`config.mk`:
```
export PLATFORM = sky130hd
export DESIGN_NAME = alu_seq_unit_flat
export DESIGN_NICKNAME = d
export VERILOG_FILES = /design/src/rtl/alu_seq_unit_if.sv /design/src/rtl/alu_seq_unit.sv /design/src/flat_wrapper.sv
export SDC_FILE = /design/constraint.sdc
export NUM_CORES = 1
export LEC_CHECK = 0
export BUFFER_PORTS_ARGS = -buffer_cell sky130_fd_sc_hd__buf_2
export CAP_MARGIN = 25
export CORE_MARGIN = 2
export CORE_UTILIZATION = 34
export DETAILED_ROUTE_END_ITERATION = 12
export SLEW_MARGIN = 30
export SYNTH_ARGS = -nofsm -noshare
export SYNTH_HDL_FRONTEND = slang
export SYNTH_SLANG_ARGS = --single-unit
```
`constraint.sdc`:
```
create_clock -name clk -period 4.65 [get_ports clk]
set_clock_uncertainty 0.15 [all_clocks]
set_input_delay 0.2325 -clock clk [delete_from_list [all_inputs] [get_ports clk]]
set_output_delay 0.2325 -clock clk [all_outputs]
set_load 0.02 [all_outputs]
```
`src/rtl/alu_seq_unit_if.sv`:
```
// rtl/alu_seq_unit_if.sv - request/response bundle between an ALU issuer and alu_seq_unit
interface alu_seq_unit_if #(
  parameter int WIDTH = 32
);
  logic             start;
  logic [WIDTH-1:0] In1;
  logic [WIDTH-1:0] In2;
  logic [3:0]       ALUCtr;
  logic             busy;
  logic             done;
  logic [WIDTH-1:0] Res;
  logic [WIDTH-1:0] ResHi;
  logic             Zero;

  // Issuer side: drives the request, observes status and results
  modport master (
    output start, In1, In2, ALUCtr,
    input  busy, done, Res, ResHi, Zero
  );

  // ALU side: consumes the request, returns status and results
  modport slave (
    input  start, In1, In2, ALUCtr,
    output busy, done, Res, ResHi, Zero
  );
endinterface

```
`src/rtl/alu_seq_unit.sv`:
```
// rtl/alu_seq_unit.sv - clocked ALU with start/done handshake, iterative MULTU/DIVU
module alu_seq_unit #(
  parameter int WIDTH = 32
) (
  input  logic          clk,
  input  logic          reset,
  alu_seq_unit_if.slave bus
);
  localparam int CW = $clog2(WIDTH + 1);
  localparam logic [CW-1:0] CNT_LAST = CW'(WIDTH - 1);
  localparam logic [CW-1:0] CNT_ONE  = CW'(1);

  localparam logic [3:0] OP_AND  = 4'b0000;
  localparam logic [3:0] OP_OR   = 4'b0001;
  localparam logic [3:0] OP_ADD  = 4'b0010;
  localparam logic [3:0] OP_SUB  = 4'b0110;
  localparam logic [3:0] OP_SLT  = 4'b0111;
  localparam logic [3:0] OP_MULT = 4'b1000;
  localparam logic [3:0] OP_DIV  = 4'b1001;

  typedef enum logic [1:0] {IDLE, ITER, DONE} state_t;

  state_t           state, state_n;
  logic             accept;
  logic             iterative;
  logic [CW-1:0]    cnt;
  logic             is_div;
  logic [WIDTH-1:0] hi, lo, divisor;
  logic [WIDTH-1:0] res_q, res_hi_q;
  logic             zero_q;

  logic [WIDTH-1:0] quick_res, quick_hi;
  logic [WIDTH-1:0] step_hi, step_lo;

  // MULTU and DIVU with a nonzero divisor take the iterative path; divide-by-zero resolves at once
  assign iterative = (bus.ALUCtr == OP_MULT) ||
                     ((bus.ALUCtr == OP_DIV) && (bus.In2 != '0));

  // Single-cycle result straight from the request operands
  always_comb begin
    quick_res = '0;
    quick_hi  = '0;
    case (bus.ALUCtr)
      OP_AND: quick_res = bus.In1 & bus.In2;
      OP_OR:  quick_res = bus.In1 | bus.In2;
      OP_ADD: quick_res = bus.In1 + bus.In2;
      OP_SUB: quick_res = bus.In1 - bus.In2;
      OP_SLT: quick_res = {{(WIDTH-1){1'b0}}, ($signed(bus.In1) < $signed(bus.In2))};
      OP_DIV: begin
        quick_res = '1;
        quick_hi  = bus.In1;
      end
      default: begin
        quick_res = '0;
        quick_hi  = '0;
      end
    endcase
  end

  // One iteration step: hi/lo hold product halves (MULTU) or remainder/shifting dividend (DIVU)
  always_comb begin
    logic [WIDTH:0]   sum;
    logic [WIDTH:0]   trial;
    logic             fits;
    logic [WIDTH-1:0] diff;
    sum   = {1'b0, hi} + (lo[0] ? {1'b0, divisor} : '0);
    trial = {hi, lo[WIDTH-1]};
    fits  = trial >= {1'b0, divisor};
    diff  = trial[WIDTH-1:0] - divisor;
    if (is_div) begin
      step_hi = fits ? diff : trial[WIDTH-1:0];
      step_lo = {lo[WIDTH-2:0], fits};
    end else begin
      step_hi = sum[WIDTH:1];
      step_lo = {sum[0], lo[WIDTH-1:1]};
    end
  end

  // FSM state register
  always_ff @(posedge clk or posedge reset) begin
    if (reset) state <= IDLE;
    else       state <= state_n;
  end

  // FSM next state; start is only looked at in IDLE
  always_comb begin
    state_n = state;
    accept  = 1'b0;
    case (state)
      IDLE: if (bus.start) begin
        accept  = 1'b1;
        state_n = iterative ? ITER : DONE;
      end
      ITER: if (cnt == CNT_LAST) state_n = DONE;
      DONE: state_n = IDLE;
      default: state_n = IDLE;
    endcase
  end

  // Datapath: latch operands on accept, iterate in ITER, publish results only at completion
  always_ff @(posedge clk or posedge reset) begin
    if (reset) begin
      cnt      <= '0;
      is_div   <= 1'b0;
      hi       <= '0;
      lo       <= '0;
      divisor  <= '0;
      res_q    <= '0;
      res_hi_q <= '0;
      zero_q   <= 1'b1;
    end else begin
      if (accept) begin
        if (iterative) begin
          cnt     <= '0;
          is_div  <= (bus.ALUCtr == OP_DIV);
          hi      <= '0;
          lo      <= bus.In1;
          divisor <= bus.In2;
        end else begin
          res_q    <= quick_res;
          res_hi_q <= quick_hi;
          zero_q   <= (quick_res == '0);
        end
      end
      if (state == ITER) begin
        hi  <= step_hi;
        lo  <= step_lo;
        cnt <= cnt + CNT_ONE;
        if (cnt == CNT_LAST) begin
          res_q    <= step_lo;
          res_hi_q <= step_hi;
          zero_q   <= (step_lo == '0);
        end
      end
    end
  end

  assign bus.busy  = (state != IDLE);
  assign bus.done  = (state == DONE);
  assign bus.Res   = res_q;
  assign bus.ResHi = res_hi_q;
  assign bus.Zero  = zero_q;
endmodule
```
`src/flat_wrapper.sv`:
```
// flat-port wrapper written by rule: the top's interface ports become plain ports
module alu_seq_unit_flat 
#(
  parameter int WIDTH = 32
)
  (clk, reset, bus_start, bus_In1, bus_In2, bus_ALUCtr, bus_busy, bus_done, bus_Res, bus_ResHi, bus_Zero);
  alu_seq_unit_if #(.WIDTH(WIDTH)) bus_i ();
  input  logic clk;
  input  logic reset;
  input wire logic [$bits(bus_i.start)-1:0] bus_start;
  input wire logic [$bits(bus_i.In1)-1:0] bus_In1;
  input wire logic [$bits(bus_i.In2)-1:0] bus_In2;
  input wire logic [$bits(bus_i.ALUCtr)-1:0] bus_ALUCtr;
  output wire logic [$bits(bus_i.busy)-1:0] bus_busy;
  output wire logic [$bits(bus_i.done)-1:0] bus_done;
  output wire logic [$bits(bus_i.Res)-1:0] bus_Res;
  output wire logic [$bits(bus_i.ResHi)-1:0] bus_ResHi;
  output wire logic [$bits(bus_i.Zero)-1:0] bus_Zero;
  assign bus_i.start = bus_start;
  assign bus_i.In1 = bus_In1;
  assign bus_i.In2 = bus_In2;
  assign bus_i.ALUCtr = bus_ALUCtr;
  assign bus_busy = bus_i.busy;
  assign bus_done = bus_i.done;
  assign bus_Res = bus_i.Res;
  assign bus_ResHi = bus_i.ResHi;
  assign bus_Zero = bus_i.Zero;
  alu_seq_unit #(.WIDTH(WIDTH)) u_core (.clk(clk), .reset(reset), .bus(bus_i));
endmodule
```
## Word-level counts from Yosys, hierarchy flattened

Index checks and enable logic that the tools add are counted.

| operators by class | value |
|---|---|
| add/sub/neg operators | 5 |
| multipliers | 0 |
| div/mod/pow operators | 0 |
| order comparisons | 2 |
| equality and inequality tests | 11 |
| shift operators | 0 |
| mux-type cells | 33 |
| bitwise operators | 2 |
| reduce and logical (&&, ||, !) cells | 13 |

Operators with widths:

| operator | number |
|---|---|
| two-way mux 32 bit | 19 |
| case mux 32 bit (6 select lines) | 1 |
| logical NOT 32 bit | 2 |
| subtractor 32 bit | 2 |
| adder 32 x 33 -> 33 bit | 1 |
| >= comparator 33 x 32 -> 1 bit | 1 |
| adder 32 bit | 1 |
| bitwise AND 32 bit | 1 |
| less-than comparator 32 bit | 1 |
| bitwise OR 32 bit | 1 |
| nonzero test 32 bit | 1 |
| two-way mux 6 bit | 3 |
| == test 4 x 3 -> 1 bit (second input constant) | 2 |
| == test 4 bit (second input constant) | 2 |
| adder 6 x 1 -> 6 bit (second input constant) | 1 |
| == test 6 x 5 -> 1 bit (second input constant) | 1 |
| two-way mux 1 bit | 6 |
| two-way mux 2 bit | 3 |
| AND reduction 2 bit | 3 |
| nonzero test 2 bit | 3 |
| == test 4 x 1 -> 1 bit (second input constant) | 1 |
| == test 4 x 2 -> 1 bit (second input constant) | 1 |
| logical NOT 4 bit | 1 |
| case mux 2 bit (2 select lines) | 1 |
| 7 further kinds | 7 |

| word-level totals | value |
|---|---|
| bits in registers | 170 |
| latch bits | 0 |
| memory bits (writable) | 0 |
| ROM bits | 0 |
| input bits | 71 |
| output and inout port bits | 67 |
| logic and storage cells | 75 |
| memories kept | 0 |

## Longest topological paths before layout

| depth | value |
|---|---|
| depth in word-level cells | 7 |
| gate-level depth with buffers | 16 |
| mapped depth without buffers | 16 |

## Worst setup path before layout

Ideal clock, no wire load.

| timing path | value |
|---|---|
| path kind | input to register |
| start point | in bus_In2[7] |
| end point | reg u_core.zero_q (netlist: u_core.bus.Zero) |
| library setup time | 0.072 ns |
| arrival | 3.561 ns |
| required time | 4.428 ns |
| setup slack | 0.867 ns |
| stages on the path | 14 |
| path through | inv_1 > ha_1 > buf_6 > and4_4 > a21o_1 > o21a_1 > o41a_1 > a211o_1 > a211o_1 > and4b_1 > nand4_1 > or4_1 > or4_1 > o21ai_1 |

| between the ends | value |
|---|---|
| cells in the longest elaborated chain, start to end | 7 |

Ends and longest elaborated chain:

| item | RTL line | text |
|---|---|---|
| from (decl) | flat_wrapper.sv:12 | `input wire logic [$bits(bus_i.In2)-1:0] bus_In2;` |
| subtractor 32 bit (tied with other cells) | alu_seq_unit.sv:47 | `OP_SUB: quick_res = bus.In1 - bus.In2;` |
| case mux 32 bit (6 select lines) or logical AND 1 bit (tied branches) | alu_seq_unit.sv:43, alu_seq_unit.sv:37 |  |
| logical NOT 32 bit or logical OR 1 bit (tied branches) | alu_seq_unit.sv:122, alu_seq_unit.sv:36 |  |
| two-way mux 1 bit (*) | alu_seq_unit.sv:113 | `if (iterative) begin` |
| two-way mux 1 bit (*) | alu_seq_unit.sv:112 | `if (accept) begin` |
| two-way mux 1 bit | alu_seq_unit.sv:129 | `if (cnt == CNT_LAST) begin` |
| two-way mux 1 bit (*) | alu_seq_unit.sv:125 | `if (state == ITER) begin` |
| to (signal assigned) | alu_seq_unit.sv:122 | `zero_q <= (quick_res == '0);` |
| to (signal assigned) | alu_seq_unit.sv:132 | `zero_q <= (step_lo == '0);` |
| to (decl) | alu_seq_unit.sv:30 | `logic zero_q;` |

Mark *: on every way between the ends. The rest lies on a longest branch, timed or not.
A chain may end at the register's enable or synchronous reset.

## Worst setup path after layout

| timing path | value |
|---|---|
| start point | in bus_In2[0] |
| end point | reg u_core.zero_q (netlist: u_core.bus.Zero) |

Same word-level chain as after synthesis.

==> results.md <==
* Clock tree from TritonCTS: built
* Capture endpoint of the worst hold path: u_core.divisor[10]
* Pin count of the biggest net entering global routing at 81
* Crit-path slowest cell: sky130_fd_sc_hd__dlygate4sd3_1
* Layout-stage area growth over the synthesis result at 17.7%
* Fin nets at 2589
* Drt initial violations at 2072
* Total via count in the routed design at between 15000 and 20000
* DR WL/cell at 26.9 um
* Core Footprint at 0.0486 mm2
* Leakage at 8.98 nW
* Largest cells by area after synthesis: sky130_fd_sc_hd__dfrtp_1, sky130_fd_sc_hd__ha_1, sky130_fd_sc_hd__a21oi_1, sky130_fd_sc_hd__o21ai_0, sky130_fd_sc_hd__nand2_1
* Arrival time reported for the critical path endpoint at 4790 ps
* Wire length of the first global-routing pass at 116 mm
* Launch instance of the worst min-delay path: bus_In2[10]
* Post-placement worst setup slack at -9.23 ps
* Result of the run: finished clean
* Finish-stage setup viols at 0
* Synthesized-area fraction occupied by ao, oa, aoi and oai cells at 29.8%
* Part of the cycle the worst path needs at 97.9%
* Data required time at the worst endpoint at 4890 ps
* Share of post-route cells with drive strength above 1 at 15.2%
* Fin worst setup slack at 99.4 ps
* Number of synthesized register bits at 170
* Clock input transition at the sequential cells of the worst setup and hold paths at 70 ps
* Height of the chip at 225 um
* Max Freq at 220 MHz
* Reg2reg path depth at 17
* Sequential area share after synthesis at 25.5%
* Worst-path maximum fanout at 4
* Most prevalent standard cell on the critical path: sky130_fd_sc_hd__o21ai_1
* R2R setup slack at 330 ps
* Number of levels in the clock H-tree at 4
* Final count of hold timing violations at 0
* Worst Max-Slew Pin Slew at ~990 ps
* Most utilized layer in the global route result: met2
* Later-pin clock latency in the skew report at 480 ps
* Max IR drop VDD at 243 uV
* Post-detail-place hpwl at 62.7 mm
* Remaining global-route overflow at 0
* Number of synthesis warnings at 0
* Area share of fa/ha/maj cells after synthesis at 13.5%
* Post-Syn Nets at 2415
* Row count at slightly above 80
* Finished Layout Cells at about 3000
* Count of buffers inserted at the top-level ports at approximately 140
* All-Layer GR Usage at 31.3%
* Mux contribution to synthesized area at 2.54%
* Pwr per Cell Area at 552 mW/mm2
* Peak per-stage delay on the critical path at 570 ps
* Cell count after synthesis at 2167
* Fin util at 40.3%
* Type of element capturing the critical path: flop
* Worst hold stages at 3
* TritonCTS Buffers at 17
* Number of synthesized flops with an enable pin at 0
* Count of TritonRoute iterations in the first routing pass at 6
* Die Span X at 225 um
* Cells after DPL at approximately 3000
* Die area at between 0.05 and 0.06 mm2
* Final setup TNS at 0 ps
* Post-synth top flop: sky130_fd_sc_hd__dfrtp_1
* Summed instance area of the synthesized netlist at approximately 0.017 mm2
* Via count of the first global-routing pass at 17300
* Global routing usage on met1 at 43.3%
* Worst setup path class: in -> reg
* Top cell type's share of synthesized area at 25.4%
* Critical-path cell list: dlygate4sd3_1 -> buf_4 -> ha_2 -> inv_1 -> fa_2 -> nor2b_4 -> o211ai_2 -> a21oi_2 -> o21a_2 -> buf_4 -> o21ai_1 -> o211a_1 -> o21ai_1 -> o311ai_2 -> or4bb_1 -> or4_4 -> or4_1 -> o21ai_1
* Max-slew headroom at 33.7%
* Largest family of logic cells by synthesized area: compound AO/OA/AOI/OAI gates
* Post-synth ARST share at 100%
* Worst R2R Start: u_core.divisor[0]
* Worst min-delay path category: in -> reg
* Global-route track usage on met3 at 5.24%
* Final-layout fill cell count at 5031
* Maximum number of buffers from clock root to sink at 2
* GR Layer Usage met2 at between 40% and 50%
* Starting density of the core at 34.2%
* Initial antenna violation count at 4
* CTS Root Cell: sky130_fd_sc_hd__clkbuf_16
* Reg-to-Reg End: u_core.bus.ResHi[23]
* Antenna Violating Nets Remaining at 0
* Wirelength, routed at 80.0 mm
* Simple-gate share of the synthesized area at about a fifth
* Post-synth cell types at 86
* I/O Pins at between 100 and 150
* Number of design rule violations left after detail routing at 0
* Post-layout total power at 10.8 mW
* Post-synth top area cell: sky130_fd_sc_hd__dfrtp_1
* Detail-routed via count per cell at 6.15
* Kind of start point of the critical path: input port
* Syn avg cell area at slightly below 8 um2
* # clock sinks at 170
* Final min period at 4550 ps
* Max-capacitance violation count at 0
* Fraction of synthesized cell area in xor and xnor cells at between 3 and 4%
* Final Slew Violations at 0
* Final weighted congestion of routability-driven global placement at 0.971
==> Yosys cell counts (6+ instances only) <==
cell                       instances
sky130_fd_sc_hd__a211o_1           6
sky130_fd_sc_hd__a211oi_1         55
sky130_fd_sc_hd__a21boi_0          6
sky130_fd_sc_hd__a21o_1           47
sky130_fd_sc_hd__a21oi_1         198
sky130_fd_sc_hd__a221oi_1         32
sky130_fd_sc_hd__a22o_1            6
sky130_fd_sc_hd__a22oi_1           8
sky130_fd_sc_hd__a31oi_1          30
sky130_fd_sc_hd__and2_1           47
sky130_fd_sc_hd__and3_1           12
sky130_fd_sc_hd__buf_1             9
sky130_fd_sc_hd__clkbuf_1        107
sky130_fd_sc_hd__dfrtp_1         169
sky130_fd_sc_hd__ha_1            173
sky130_fd_sc_hd__inv_1           156
sky130_fd_sc_hd__mux2i_1          40
sky130_fd_sc_hd__nand2_1         193
sky130_fd_sc_hd__nand2b_1         18
sky130_fd_sc_hd__nand3_1          58
sky130_fd_sc_hd__nand3b_1          7
sky130_fd_sc_hd__nand4_1          24
sky130_fd_sc_hd__nor2_1          166
sky130_fd_sc_hd__nor2b_1          19
sky130_fd_sc_hd__nor3_1           61
sky130_fd_sc_hd__nor4_1           15
sky130_fd_sc_hd__o211ai_1         42
sky130_fd_sc_hd__o21a_1           16
sky130_fd_sc_hd__o21ai_0         196
sky130_fd_sc_hd__o21ai_1           9
sky130_fd_sc_hd__o21bai_1         21
sky130_fd_sc_hd__o221ai_1         13
sky130_fd_sc_hd__o22ai_1          11
sky130_fd_sc_hd__o31ai_1          10
sky130_fd_sc_hd__or3_1            13
sky130_fd_sc_hd__xnor2_1          46
sky130_fd_sc_hd__xor2_1           18
==> worst max path at each step <==
stage	start	to
global route	bus_In2[0]	u_core.bus.Zero
CTS	bus_In1[6]	u_core.bus.Zero
global placement	bus_In2[9]	u_core.bus.Zero
finish	bus_In2[0]	u_core.bus.Zero
floorplan	bus_In2[7]	u_core.bus.Zero
detailed placement	bus_In2[9]	u_core.bus.Zero
==> cells by family after synthesis <==
family | after synthesis
flops | 170
simple gates | 660
xor+xnor | 64
mux | 42
compound gates | 773
fa+ha+maj | 177
buf+inv | 281
==> worst max-delay path: cells and delay by family <==
| family | cells | cell delay, ps |
|---|---|---|
| adders and majority gates | 2 | 600 |
| and+or+nand+nor | 4 | 1590 |
| AOI/OAI and AO/OA | 8 | 1420 |
| buffers and inverters | 4 | 920 |
==> placed cells by master, fill, tap and decap left out, types with 7 or more instances in the layout <==
cell type / count
sky130_fd_sc_hd__a211oi_1: 52
sky130_fd_sc_hd__inv_1: 154
sky130_fd_sc_hd__o31ai_1: 7
sky130_fd_sc_hd__a21oi_1: 196
sky130_fd_sc_hd__a31oi_1: 30
sky130_fd_sc_hd__xnor2_1: 46
sky130_fd_sc_hd__nor4_1: 14
sky130_fd_sc_hd__nor2_1: 165
sky130_fd_sc_hd__clkbuf_16: 17
sky130_fd_sc_hd__clkinvlp_4: 8
sky130_fd_sc_hd__and3_1: 12
sky130_fd_sc_hd__nand2b_1: 17
sky130_fd_sc_hd__nand3_1: 58
sky130_fd_sc_hd__and2_1: 45
sky130_fd_sc_hd__ha_1: 170
sky130_fd_sc_hd__nand4_1: 24
sky130_fd_sc_hd__o21ai_0: 196
sky130_fd_sc_hd__a22oi_1: 8
sky130_fd_sc_hd__or3_1: 13
sky130_fd_sc_hd__nor3_1: 56
sky130_fd_sc_hd__buf_2: 136
sky130_fd_sc_hd__buf_4: 121
sky130_fd_sc_hd__nand3b_1: 7
sky130_fd_sc_hd__a221oi_1: 29
sky130_fd_sc_hd__mux2i_1: 40
sky130_fd_sc_hd__xor2_1: 18
sky130_fd_sc_hd__o21a_1: 15
sky130_fd_sc_hd__o221ai_1: 13
sky130_fd_sc_hd__o22ai_1: 10
sky130_fd_sc_hd__dfrtp_1: 168
sky130_fd_sc_hd__o21bai_1: 21
sky130_fd_sc_hd__nor2b_1: 17
sky130_fd_sc_hd__o211ai_1: 42
sky130_fd_sc_hd__a21o_1: 47
sky130_fd_sc_hd__nand2_1: 191
sky130_fd_sc_hd__o21ai_1: 7
sky130_fd_sc_hd__dlygate4sd3_1: 14
==> timing repair <==
item / CTS / global route
hold endpoints to repair: 51 / 0
buffers inserted: 0 / 1
endpoints found under the setup margin: 0 / 4
hold buffers: 14 / 0
resized for setup: 0 / 39
==> stage by stage <==
| stage | cell area, um2 | hold WS [ps] |
|---|---|---|
| 3_5_place_dp | 18700 | 339 |
| 2_1_floorplan | 16700 | 199 |
| 6_report | 19600 | 12.5 |
| 5_1_grt | 19600 | 10.8 |
| 4_1_cts | 19400 | 0.0899 |
| 3_3_place_gp | 18700 | 331 |
==> metal layers <==
metal / vias up / part of all wire [%]
met5: - / 0.010
met1: 8949 / 43
met4: 2 / 5.8
li1: 8226 / -
met3: 175 / 8.9
met2: 972 / 42
==> cell type report <==
| cell class | instances | area, um2 | share of cell area [%] |
|---|---|---|---|
| inverters | 159 | 604 | 3.08 |
| flip-flops and latches | 170 | 4260 | 21.7 |
| repair buffers | 277 | 1850 | 9.43 |
| clock buffers | 20 | 447 | 2.28 |
| diodes | 2 | 5.00 | 0.0255 |
| well taps | 622 | 778 | 3.97 |
| multi-input cells | 1716 | 11600 | 58.9 |
| clock inverters | 12 | 118 | 0.600 |
==> sequential cells by signal (all words and copies together) (netlist names) <==
| register | cells |
|---|---|
| u_core.bus.Res | 32 |
| u_core.bus.ResHi | 32 |
| u_core.bus.Zero | 1 |
| u_core.cnt | 6 |
| u_core.divisor | 32 |
| u_core.hi | 32 |
| u_core.is_div | 1 |
| u_core.lo | 32 |
| u_core.state | 2 |
==> power by group <==
group / switching (mW) / internal, mW / total, mW
Sequential: 0.539 / 1.98 / 2.52
Combinational: 4.21 / 2.66 / 6.88
Clock: 0.672 / 0.757 / 1.43
Note: power is estimated with default switching activity, not from simulation.
